==> config.mk <==
export PLATFORM = sky130hd
export DESIGN_NAME = fetch_sequencer_flat
export DESIGN_NICKNAME = d
export VERILOG_FILES = /design/src/rtl/fetch_if.sv /design/src/rtl/fetch_sequencer.sv /design/src/flat_wrapper.sv
export SDC_FILE = /design/constraint.sdc
export NUM_CORES = 1
export LEC_CHECK = 0
export ABC_CLOCK_PERIOD_IN_PS = 2400
export BUFFER_PORTS_ARGS = -buffer_cell sky130_fd_sc_hd__buf_2
export CORE_MARGIN = 3
export CORE_UTILIZATION = 30
export CTS_CLUSTER_DIAMETER = 80
export CTS_CLUSTER_SIZE = 24
export DETAILED_ROUTE_END_ITERATION = 10
export GPL_ROUTABILITY_DRIVEN = 0
export PLACE_DENSITY_LB_ADDON = 0.25
export SETUP_SLACK_MARGIN = 0.5
export SYNTH_ARGS = -nofsm -noshare
export SYNTH_HDL_FRONTEND = slang
export SYNTH_SLANG_ARGS = --single-unit
==> constraint.sdc <==
create_clock -name clk -period 2.4 [get_ports clk]
set_input_delay 0.24 -clock clk [delete_from_list [all_inputs] [get_ports clk]]
set_output_delay 0.24 -clock clk [all_outputs]
set_load 0.01 [all_outputs]
==> src/rtl/fetch_if.sv <==
// Bundle for the fetch stage: instruction-memory byte bus, decode handshake,
// redirect input and status outputs.
interface fetch_if #(
   parameter int ADDR_W = 7
);
   logic [ADDR_W-1:0] mem_addr;
   logic              mem_rd;
   logic [7:0]        mem_data;
   logic              redirect;
   logic [ADDR_W-1:0] redirect_pc;
   logic [31:0]       instr;
   logic [ADDR_W-1:0] instr_pc;
   logic              instr_valid;
   logic              instr_ready;
   logic [ADDR_W-1:0] pc;
   logic [15:0]       fetch_count;

   modport master (
      output mem_addr, mem_rd, instr, instr_pc, instr_valid, pc, fetch_count,
      input  mem_data, redirect, redirect_pc, instr_ready
   );

   modport slave (
      input  mem_addr, mem_rd, instr, instr_pc, instr_valid, pc, fetch_count,
      output mem_data, redirect, redirect_pc, instr_ready
   );
endinterface

==> src/rtl/fetch_sequencer.sv <==
// Instruction fetch: reads four bytes per instruction from a combinational
// byte-wide memory, assembles them big-endian and presents them to decode.
module fetch_sequencer #(
   parameter int                ADDR_W   = 7,
   parameter logic [ADDR_W-1:0] RESET_PC = '0
) (
   input logic     clk,
   input logic     rst_n,
   fetch_if.master bus
);

   typedef enum logic {FETCH, HOLD} state_t;

   state_t            state_q, state_d;
   logic [ADDR_W-1:0] pc_q, pc_d;
   logic [1:0]        byte_cnt_q, byte_cnt_d;
   logic [31:0]       asm_q, asm_d;
   logic [31:0]       instr_q, instr_d;
   logic [ADDR_W-1:0] instr_pc_q, instr_pc_d;
   logic              instr_valid_q, instr_valid_d;
   logic [15:0]       fetch_count_q, fetch_count_d;

   // Memory strobe is asserted during reset too, since reset lands in FETCH.
   assign bus.mem_rd      = (state_q == FETCH) || !rst_n;
   assign bus.mem_addr    = (state_q == FETCH) ? ADDR_W'(pc_q + ADDR_W'(byte_cnt_q)) : pc_q;
   assign bus.instr       = instr_q;
   assign bus.instr_pc    = instr_pc_q;
   assign bus.instr_valid = instr_valid_q;
   assign bus.pc          = pc_q;
   assign bus.fetch_count = fetch_count_q;

   always_comb begin
      state_d       = state_q;
      pc_d          = pc_q;
      byte_cnt_d    = byte_cnt_q;
      asm_d         = asm_q;
      instr_d       = instr_q;
      instr_pc_d    = instr_pc_q;
      instr_valid_d = instr_valid_q;
      fetch_count_d = fetch_count_q;

      if (state_q == HOLD) begin
         if (instr_valid_q && bus.instr_ready) begin
            instr_valid_d = 1'b0;
            fetch_count_d = fetch_count_q + 16'd1;
            state_d       = FETCH;
         end
      end else begin
         case (byte_cnt_q)
            2'd0: asm_d[31:24] = bus.mem_data;
            2'd1: asm_d[23:16] = bus.mem_data;
            2'd2: asm_d[15:8]  = bus.mem_data;
            default: begin
               instr_d       = {asm_q[31:8], bus.mem_data};
               instr_pc_d    = pc_q;
               instr_valid_d = 1'b1;
               pc_d          = ADDR_W'(pc_q + ADDR_W'(4));
               state_d       = HOLD;
            end
         endcase
         byte_cnt_d = byte_cnt_q + 2'd1;
      end

      // Redirect overrides fetch progress but lets a same-edge handshake count.
      if (bus.redirect) begin
         pc_d          = bus.redirect_pc & ~ADDR_W'(3);
         byte_cnt_d    = 2'd0;
         state_d       = FETCH;
         instr_valid_d = 1'b0;
         instr_d       = instr_q;
         instr_pc_d    = instr_pc_q;
      end
   end

   always_ff @(posedge clk) begin
      if (!rst_n) begin
         state_q       <= FETCH;
         pc_q          <= RESET_PC;
         byte_cnt_q    <= 2'd0;
         asm_q         <= '0;
         instr_q       <= '0;
         instr_pc_q    <= '0;
         instr_valid_q <= 1'b0;
         fetch_count_q <= '0;
      end else begin
         state_q       <= state_d;
         pc_q          <= pc_d;
         byte_cnt_q    <= byte_cnt_d;
         asm_q         <= asm_d;
         instr_q       <= instr_d;
         instr_pc_q    <= instr_pc_d;
         instr_valid_q <= instr_valid_d;
         fetch_count_q <= fetch_count_d;
      end
   end

endmodule

==> src/flat_wrapper.sv <==
// flat-port wrapper written by rule: the top's interface ports become plain ports
module fetch_sequencer_flat 
#(
   parameter int                ADDR_W   = 7,
   parameter logic [ADDR_W-1:0] RESET_PC = '0
)
  (clk, rst_n, bus_mem_addr, bus_mem_rd, bus_instr, bus_instr_pc, bus_instr_valid, bus_pc, bus_fetch_count, bus_mem_data, bus_redirect, bus_redirect_pc, bus_instr_ready);
  fetch_if #(.ADDR_W(ADDR_W)) bus_i ();
  input logic clk;
  input logic rst_n;
  output wire logic [$bits(bus_i.mem_addr)-1:0] bus_mem_addr;
  output wire logic [$bits(bus_i.mem_rd)-1:0] bus_mem_rd;
  output wire logic [$bits(bus_i.instr)-1:0] bus_instr;
  output wire logic [$bits(bus_i.instr_pc)-1:0] bus_instr_pc;
  output wire logic [$bits(bus_i.instr_valid)-1:0] bus_instr_valid;
  output wire logic [$bits(bus_i.pc)-1:0] bus_pc;
  output wire logic [$bits(bus_i.fetch_count)-1:0] bus_fetch_count;
  input wire logic [$bits(bus_i.mem_data)-1:0] bus_mem_data;
  input wire logic [$bits(bus_i.redirect)-1:0] bus_redirect;
  input wire logic [$bits(bus_i.redirect_pc)-1:0] bus_redirect_pc;
  input wire logic [$bits(bus_i.instr_ready)-1:0] bus_instr_ready;
  assign bus_mem_addr = bus_i.mem_addr;
  assign bus_mem_rd = bus_i.mem_rd;
  assign bus_instr = bus_i.instr;
  assign bus_instr_pc = bus_i.instr_pc;
  assign bus_instr_valid = bus_i.instr_valid;
  assign bus_pc = bus_i.pc;
  assign bus_fetch_count = bus_i.fetch_count;
  assign bus_i.mem_data = bus_mem_data;
  assign bus_i.redirect = bus_redirect;
  assign bus_i.redirect_pc = bus_redirect_pc;
  assign bus_i.instr_ready = bus_instr_ready;
  fetch_sequencer #(.ADDR_W(ADDR_W), .RESET_PC(RESET_PC)) u_core (.clk(clk), .rst_n(rst_n), .bus(bus_i));
endmodule
==> summary.md, run 1 <==
| Metric | Value |
|---|---|
| Clock Tree Buf Depth | 2 |
| Slew Limit Fails | 0 |
| Cell-internal power | 2310 uW |
| Largest net degree at the start of global routing | 40 |
| Worst-skew pair later-pin latency | 340 ps |
| CTS tree | done |
| Logic pwr share | 4.9% |
| Switch Pwr | 695 uW |
| H-tree lvl count | 3 |
| # rows | 38 |
| Non-filler instance count after layout | 632 |
| Post-synth ARST share | 0% |
| Worst Reg-to-Reg Cells | 4 |
| Unique masters post-synth | 38 |
| Die area | 12,600 um^2 |
| Core area | 10,900 um^2 |
| Post-Place Cells | 617 |
| Synth Warn # | 0 |
| Vias in the first global route | 2,845 |
| ANT nets after route | 0 |
| I/O Pins | 90 |
| DR vias/cell | 4.66 |
| Chip width | 112 um |
| Total global-route track usage | 13.5% |
| First-pass GRT wire length | 13.8 mm |
| Seq/Total Area, Yosys | 50.9% |
| Clock power share | 46.0% |
| Die Ht | 112 um |
| Post-route clock period utilization | 73.5% |
| P per Cell Area | 719 nW/um^2 |
| Fmax | 567 MHz |
| Unrepaired setup endpoints after global routing | no |
| CTS root buf | clkbuf_16 |
| Lkg Pwr | 0.00171 uW |
| Count of input and output buffers | 83 |
| Final hold viol count | 0 |
| Initial antenna violation count | 0 |
| Total CTS buffers | 9 |
| Commonest non-fill, non-tap cell in the layout | nand2_1 |
| Post-synth EDFFs | 0 |
| Worst path arrival time | 1990 ps |
| Setup CP Type | reg -> reg |
| Mapped Avg Cell Area | 8.07 um^2 |
| # DRC | 0 |
| Max-cap viol count | 0 |
| Sequential share of power | 49.1% |
| Synth-to-layout area growth | 23.7% |
| Crit path time final | 1760 ps |
| WP data required | 2630 ps |
| Cells after Synth | 419 |
| Critical Path End Type | flop |
| Most frequent cells in the layout | nand2_1, dfxtp_1, buf_2 |
| Iteration-0 DRC Markers | 164 |
| Worst vdd ir | 0.312 mV |
| Setup violations, final | 0 |
| Crit-path max FO | 7 |
| Clk sink count | 86 |
| Status | completed |
| Slew HR | 64.4% |
| Ys flop type | dfxtp_1 |
| Vias | 2,948 |
| Clock transition at path regs | 60 ps |
| Setup TNS | 0 ps |
| Grt ovf | 0 |
| Share of cells above drive strength 1 | 22.6% |
| Initial Utilization | 30.9% |
| Critical Path Source Type | flop |
| Tightest Hold Check Type | in -> reg |
| FF+latch count, synth | 86 |
| Worst slew pin tran | 533 ps |
| Wirelength, routed | 8.39 mm |
| Ant diodes | 0 |
| Skew final | 6.09 ps |
| Synthesized area | 3380 um^2 |
| Drt wl/cell | 13.3 um |
| Hold depth | 3 |
| Sw Ratio | 23.1% |
| Pre-antenna DRT Iters | 4 |
| Fin nets | 513 |
| Hpwl dp | 5.74 mm |
==> final timing paths <==
| kind | end | startpoint | slack, ps |
|---|---|---|---|
| min reg2reg | u_core.bus.instr[12]$_SDFFE_PN0P_ | u_core.asm_q[12]$_SDFFE_PN0P_ | 450 |
| max | u_core.bus.fetch_count[14]$_SDFFE_PN0P_ | u_core.bus.fetch_count[3]$_SDFFE_PN0P_ | 640 |
| min | u_core.bus.pc[4]$_SDFFE_PN0P_ | bus_redirect_pc[4] | 160 |
| max reg2reg | u_core.bus.fetch_count[14]$_SDFFE_PN0P_ | u_core.bus.fetch_count[3]$_SDFFE_PN0P_ | 640 |
==> cell families (layout without fill, tap and decap cells) <==
family          count (synthesis)  after routing  share of synthesized area (%)
simple gates                  189            189                           24.2
flops                          86             86                           50.9
compound gates                 77             77                           11.8
buf+inv                        41            111                           5.66
xor+xnor                       14             14                           3.63
fa+ha+maj                       6              6                           2.22
mux                             5              5                           1.48
other cells                     1              4                          0.111
==> final cells by class <==
class | instances | area (um^2)
Fill cell | 1173 | 6750
Sequential cell | 86 | 1720
Multi-Input combinational cell | 295 | 1490
Timing Repair Buffer | 89 | 477
Clock buffer | 9 | 225
Tap cell | 140 | 175
Clock inverter | 6 | 71.3
Inverter | 7 | 26.3
==> per-stage QoR <==
step / util, % / hold slack [ps] / setup slack (ps) / total power (uW) / cell area, um^2
floorplan: - / 358 / 726 / 1600 / 3390
CTS: 38.2 / 135 / 539 / 3060 / 4170
global route: 38.2 / 168 / 533 / 3130 / 4180
global placement: 35.4 / 439 / 484 / 1650 / 3870
detailed placement: 35.4 / 445 / 416 / 1660 / 3870
finish: 38.2 / 157 / 635 / 3010 / 4180
==> power by group through the flow <==
stage / Clock (uW) / Combinational [uW] / Sequential (uW)
2_1_floorplan: 0 / 96.9 / 1510
6_report: 1380 / 146 / 1480
4_1_cts: 1440 / 148 / 1480
3_5_place_dp: 0 / 147 / 1510
5_1_grt: 1490 / 165 / 1480
3_3_place_gp: 0 / 146 / 1510
==> cell usage after synthesis (2+ instances only) <==
library cell	n	area share [%]
nor2_1	17	1.9
nor2b_1	5	0.93
mux2i_1	5	1.5
or3_1	2	0.37
nand4_1	5	0.93
o21ai_0	4	0.59
nand3_1	4	0.59
buf_2	3	0.44
clkbuf_1	16	1.8
inv_1	6	0.67
nor4_1	3	0.56
ha_1	6	2.2
buf_4	9	2.0
dfxtp_1	86	51
a21oi_1	68	10
xor2_1	7	1.8
nand2_1	133	15
buf_1	6	0.67
nor3_1	5	0.74
xnor2_1	7	1.8
nand2b_1	5	0.93
==> what timing repair did <==
action | 4_1_cts | 5_1_grt
setup buffers | 0 | 0
endpoints found under the setup margin | 36 | 36
gates resized for setup | 1 | 2
hold buffers | 0 | 0
cloned | 0 | 0
==> registers in the layout, indices dropped and copies added, names as in the netlist <==
register	cells
u_core.bus.fetch_count	16
u_core.asm_q	24
u_core.bus.instr_valid	1
u_core.state_q	1
u_core.bus.instr_pc	5
u_core.bus.instr	32
u_core.bus.pc	5
u_core.byte_cnt_q	2
==> worst max-delay path, cell delays in order (launching register included) <==
cell	delay, ps
dfxtp_1	480
nand4_2	170
or4_4	540
o31a_1	290
o21a_1	180
==> metal layers <==
metal,part of all wire (%),vias to the layer above,global-route usage [%]
li1,-,1498,-
met2,45,87,22.6
met5,0,-,0
met4,1.3,0,4.41
met3,6.1,10,3.94
met1,47,1353,16.8
(Power assumes the default switching activity.)
==> run 2: changes to the inputs <==
--- a/config.mk
+++ b/config.mk
@@ -5,7 +5,7 @@
 export SDC_FILE = /design/constraint.sdc
 export NUM_CORES = 1
 export LEC_CHECK = 0
-export ABC_CLOCK_PERIOD_IN_PS = 2400
+export ABC_CLOCK_PERIOD_IN_PS = 1700
 export BUFFER_PORTS_ARGS = -buffer_cell sky130_fd_sc_hd__buf_2
 export CORE_MARGIN = 3
 export CORE_UTILIZATION = 30
==> constraint.sdc (replaced) <==
create_clock -name clk -period 1.7 [get_ports clk]
set_input_delay 0.17 -clock clk [delete_from_list [all_inputs] [get_ports clk]]
set_output_delay 0.17 -clock clk [all_outputs]
set_load 0.01 [all_outputs]
==> run 2 against run 1 <==
Critical path depth did not move. Via count rose by 10%. Sequential power rose by 40%. Non-clock buffer count rose by 46. Core utilization rose by 13 points. Wire length rose by 20%. Worst hold slack got worse by 92 ps. Sequential share of layout area fell by 9.9 points. Worst setup slack got worse by 510 ps. Critical path type unchanged.
==> summary.md, run 2 (synthesis gave the netlist of run 1 again) <==
| Metric | Value |
|---|---|
| Vias | 3,244 |
| Worst path arrival time | 1850 ps |
| GRT met3 Usage | 3.61% |
| Clk sink count | 86 |
| Max-cap viol count | 0 |
| WP data required | 1970 ps |
| Total global-route track usage | 15.8% |
| Largest register FFs | 32 |
| Largest net degree at the start of global routing | 41 |
| Tightest Hold Check Type | in -> reg |
| ANT nets after route | 0 |
| Die Ht | 112 um |
| Filler cells | 996 |
| Chip width | 112 um |
| Wirelength, routed | 10.1 mm |
| Ant diodes | 0 |
| Slowest-stage cell, CP | or4_4 |
| Fmax | 633 MHz |
| Hpwl dp | 5.85 mm |
| DR vias/cell | 4.76 |
| Clock Tree Buf Depth | 2 |
| Commonest non-fill, non-tap cell in the layout | buf_2 |
| Grt peak-use layer | met2 |
| Skew final | 6.62 ps |
| Post-cts hold buffer count | 0 |
| Post-Place Cells | 624 |
| Core area | 10,900 um^2 |
| Final hold viol count | 0 |
| Setup TNS | 0 ps |
| First-pass GRT wire length | 16.0 mm |
| Drt wl/cell | 14.8 um |
| I/O Pins | 90 |
| Crit path time final | 1580 ps |
| Worst-skew pair later-pin latency | 340 ps |
| Hold_ws | 64.5 ps |
| Total CTS buffers | 9 |
| Share of cells above drive strength 1 | 58.3% |
| Worst vdd ir | 0.467 mV |
| Final Power | 4530 uW |
| Crit-path max FO | 4 |
| Unrepaired setup endpoints after global routing | yes |
| Slew HR | 59.6% |
| Met1 Track Usage GR | 20.4% |
| Critical Path End Type | flop |
| Critical Path Source Type | flop |
| Die area | 12,600 um^2 |
| # rows | 38 |
| Setup CP Type | reg -> reg |
| CTS root buf | clkbuf_16 |
| Status | completed |
| CTS tree | done |
| Post-route clock period utilization | 92.9% |
| Met2 GRT Util | 25.7% |
| Lkg Pwr | 0.00224 uW |
| H-tree lvl count | 3 |
| Pre-antenna DRT Iters | 4 |
| Count of input and output buffers | 83 |
| Non-filler instance count after layout | 682 |
| Clock transition at path regs | 70 ps |
| Fin nets | 562 |
| Setup violations, final | 0 |
| P per Cell Area | 802 nW/um^2 |
| Initial Utilization | 30.9% |
| Max stage delay on crit path | 560 ps |
| Most frequent cells in the layout | buf_2, nand2_1, dfxtp_1 |
| Worst path cell trace | nand4_4 > or4_4 > or3_4 > a21oi_2 |
| Worst slew pin tran | 606 ps |
| Slew Limit Fails | 0 |
| Initial antenna violation count | 0 |
| # DRC | 0 |
| Vias in the first global route | 3,157 |
| Grt ovf | 0 |
| Iteration-0 DRC Markers | 129 |
| Synth-to-layout area growth | 67.0% |
-- run 2: cell types whose count changed in the layout (fill, tap and decap cells not counted), moves of 16 or more --
cell	previous run	this run
nand2_1	133	74
a21oi_1	68	13
a21oi_2	0	55
nand2_4	0	39
buf_4	4	23
nand2_2	0	19
buf_6	1	19
dfxtp_1	86	70
-- run 2: worst max-delay path, delay by kind of cell, from the launching register on --
kind / cells / cell delay [ps]
compound gates: 1 / 110
flops: 1 / 370
simple gates: 3 / 1020
-- run 2: layer usage --
layer	vias to the layer above	routed length (um)
met5	-	0
met4	0	195
met3	16	433
met2	73	4880
met1	1541	4560
li1	1614	-
-- run 2: final cells by class --
type                    count  area (um^2)  share of cell area [%]
clock buffers              11          264                    4.68
clock inverters             5         67.6                    1.20
inverters                   7         33.8                   0.599
multi-input cells         298         2280                    40.3
flip-flops and latches     86         1770                    31.3
well taps                 140          175                    3.10
repair buffers            135         1060                    18.8
-- run 2: power breakdown --
group / switching, uW / leakage, uW / internal (uW)
Sequential: 31.2 / 0.000708 / 2040
Combinational: 192 / 0.00137 / 124
Clock: 844 / 0.000164 / 1290
Total: 1070 / 0.00224 / 3460
-- run 2: worst paths after layout --
path / start / end / slack (ps) / cells past startpoint
setup / recovery: u_core.bus.fetch_count[5]$_SDFFE_PN0P_ / u_core.bus.fetch_count[13]$_SDFFE_PN0P_ / 120 / 4
hold / removal: bus_redirect_pc[2] / u_core.bus.pc[2]$_SDFFE_PN0P_ / 60 / 3
setup reg to reg: u_core.bus.fetch_count[5]$_SDFFE_PN0P_ / u_core.bus.fetch_count[13]$_SDFFE_PN0P_ / 120 / 4
hold reg to reg: u_core.asm_q[11]$_SDFFE_PN0P_ / u_core.asm_q[11]$_SDFFE_PN0P_ / 460 / 2
-- run 2: timing repair --
| item | in CTS | in global routing |
|---|---|---|
| pin swaps | 90 | 46 |
| endpoints found under the setup margin | 74 | 84 |
| cloned | 8 | 0 |
| endpoints found under the hold margin | 0 | 0 |
| gates resized for setup | 147 | 94 |
| setup buffers | 23 | 11 |
-- run 2: stage by stage --
step / setup WS, ps / area [um^2] / util [%]
after floorplan: 156 / 3500 / -
after global placement: 128 / 4010 / 36.6
after detailed placement: 110 / 4010 / 36.6
after CTS: 107 / 5200 / 47.5
after global routing: 86.7 / 5640 / 51.6
final: 121 / 5640 / 51.6
==> run 3: changes to the inputs <==
--- a/config.mk
+++ b/config.mk
@@ -5,6 +5,7 @@
 export SDC_FILE = /design/constraint.sdc
 export NUM_CORES = 1
 export LEC_CHECK = 0
+export ABC_AREA = 1
 export ABC_CLOCK_PERIOD_IN_PS = 1700
 export BUFFER_PORTS_ARGS = -buffer_cell sky130_fd_sc_hd__buf_2
 export CORE_MARGIN = 3
==> run 3 against run 2 <==
Non-clock buffer count shrank 21. Register-to-register slack gained 250 ps. Worst setup slack gained 250 ps. Total power shrank 1.9%. Clock power shrank 5%. Critical path depth grew 5. Sequential power grew 2%. First-iteration DRC count shrank 40%. Core utilization shrank 8.3 points. Sequential share of layout area grew 4.9 points. Via count is essentially flat. Worst hold slack gained 38 ps. Critical endpoint is now u_core.bus.instr[12]$_SDFFE_PN0P_.
==> summary.md, run 3 <==
| Metric | Value |
|---|---|
| Wirelength, routed | 9.48 mm |
| Status | completed |
| Top cell type's share of synthesized area | 49.2% |
| Top cells by count, synth | nor2_1, dfxtp_1, o21ai_0, nand2_1, inv_1 |
| Post-route clock period utilization | 78.1% |
| Worst slew pin tran | 539 ps |
| I/O Pins | 90 |
| Clock Tree Buf Depth | 2 |
| Critical Path End Type | flop |
| Initial antenna violation count | 0 |
| # rows | 38 |
| Commonest non-fill, non-tap cell in the layout | nor2_1 |
| Tightest Hold Check Type | in -> reg |
| Post-cts hold buffer count | 0 |
| Final hold viol count | 0 |
| P per Cell Area | 921 nW/um^2 |
| CTS root buf | clkbuf_16 |
| CTS tree | done |
| Unrepaired setup endpoints after global routing | yes |
| Max-cap viol count | 0 |
| Setup CP Type | reg -> reg |
| Pre-antenna DRT Iters | 4 |
| Share of cells above drive strength 1 | 33.6% |
| Largest register FFs | 32 |
| Post-synth ARST share | 0% |
| Final Power | 4440 uW |
| Clk sink count | 86 |
| # DRC | 0 |
| Grt ovf | 0 |
| Die area | 13,000 um^2 |
| Fmax | 753 MHz |
| Crit path time final | 1330 ps |
| Synth Warn # | 0 |
| Total global-route track usage | 14.5% |
| Crit-path max FO | 7 |
| Initial Utilization | 31.4% |
| Most frequent cell after synthesis | nor2_1 |
| Count of input and output buffers | 83 |
| ANT nets after route | 0 |
| Clock transition at path regs | 70 ps |
| Seq/Total Area, Yosys | 49.2% |
| Worst path arrival time | 1610 ps |
| Total CTS buffers | 9 |
| Unique masters post-synth | 26 |
| Worst vdd ir | 0.712 mV |
| Iteration-0 DRC Markers | 78 |
| Most frequent cells in the layout | nor2_1, buf_2, dfxtp_1 |
| Vias | 3,247 |
| Cells after Synth | 466 |
| FF+latch count, synth | 86 |
| Ys flop type | dfxtp_1 |
| Lkg Pwr | 0.00214 uW |
| WP data required | 1980 ps |
| Dpl ws | 135 ps |
| Cell taking the most area after synthesis | dfxtp_1 |
| Core area | 11,100 um^2 |
| Synthesized area | 3500 um^2 |
| Post-synth EDFFs | 0 |
| First-pass GRT wire length | 14.9 mm |
| Filler cells | 1,158 |
| Slew HR | 64.1% |
| DR vias/cell | 4.54 |
| Vias in the first global route | 2,939 |
| Largest net degree at the start of global routing | 60 |
| Ranking of synthesized cells by area | dfxtp_1, nor2_1, o21ai_0 |
| Mapped Avg Cell Area | 7.51 um^2 |
| Drt wl/cell | 13.3 um |
| Chip width | 114 um |
| PnR worst setup slack | 373 ps |
| Slew Limit Fails | 0 |
| Worst-skew pair later-pin latency | 340 ps |
| Setup TNS | 0 ps |
| H-tree lvl count | 3 |
| Hpwl dp | 6.07 mm |
| Critical Path Source Type | flop |
| Fin nets | 595 |
| Die Ht | 114 um |
| Setup violations, final | 0 |
| Ant diodes | 0 |
| Skew final | 5.29 ps |
| Synth-to-layout area growth | 37.8% |
run 3: final cells by class:
type                            instances  area (um^2)  area share, %
Clock buffer                           10          239           4.96
Clock inverter                          6         68.8           1.43
Inverter                               32          143           2.96
Multi-Input combinational cell        327         1640           34.1
Sequential cell                        86         1750           36.2
Tap cell                              140          175           3.63
Timing Repair Buffer                  114          807           16.7
run 3: worst paths after layout:
path                                     startpoint                                endpoint  slack, ps  depth (start not counted)
min reg2reg  u_core.bus.fetch_count[0]$_SDFFE_PN0P_  u_core.bus.fetch_count[0]$_SDFFE_PN0P_        460                          1
min                              bus_redirect_pc[4]           u_core.bus.pc[4]$_SDFFE_PN0P_        100                          3
max reg2reg       u_core.byte_cnt_q[1]$_SDFFE_PP0N_       u_core.bus.instr[12]$_SDFFE_PN0P_        370                          9
max               u_core.byte_cnt_q[1]$_SDFFE_PP0N_       u_core.bus.instr[12]$_SDFFE_PN0P_        370                          9
run 3: through the flow:
stage	hold slack (ps)	area, um^2	util (%)	instances
finish	102	4820	43.3	715
global route	103	4820	43.3	715
CTS	98.7	4590	41.3	707
detailed placement	458	4020	36.2	676
global placement	450	4020	36.2	676
floorplan	330	3510	-	469
run 3: report_power, final:
part / switching, uW / internal (uW)
combinational: 186 / 114
sequential: 39.3 / 2070
clock: 846 / 1190
total: 1070 / 3370
run 3: cells by family (layout without fill, tap and decap cells):
group / Yosys count / count (layout) / share of synthesized area, %
compound gates: 87 / 87 / 12.6
xor+xnor: 2 / 2 / 0.501
fa+ha+maj: 6 / 6 / 2.15
buf+inv: 57 / 162 / 8.15
flops: 86 / 86 / 49.2
other cells: 1 / 4 / 0.107
simple gates: 227 / 228 / 27.3
run 3: repair_timing:
item / 4_1_cts / 5_1_grt
setup endpoints to repair: 60 / 87
resized for setup: 32 / 88
pin swaps: 6 / 33
gates cloned: 4 / 1
endpoints found under the hold margin: 0 / 0
buffers inserted: 11 / 7
run 3: worst max-delay path, stage by stage (launching register included):
cell and delay [ps]:
dfxtp_4 360, ha_4 130, inv_2 40, nor2_4 160
nand2_8 110, inv_12 100, buf_12 110, clkbuf_16 130
nor2_1 40, nor2_1 80
run 3: per-layer routing:
metal / vias to the layer above / global-route usage (%) / wire length [um]
met1: 1497 / 19.1 / 4420
met2: 66 / 23.5 / 4480
li1: 1679 / - / -
met4: 0 / 2.61 / 55
met5: - / 0 / 0
met3: 5 / 4.72 / 525
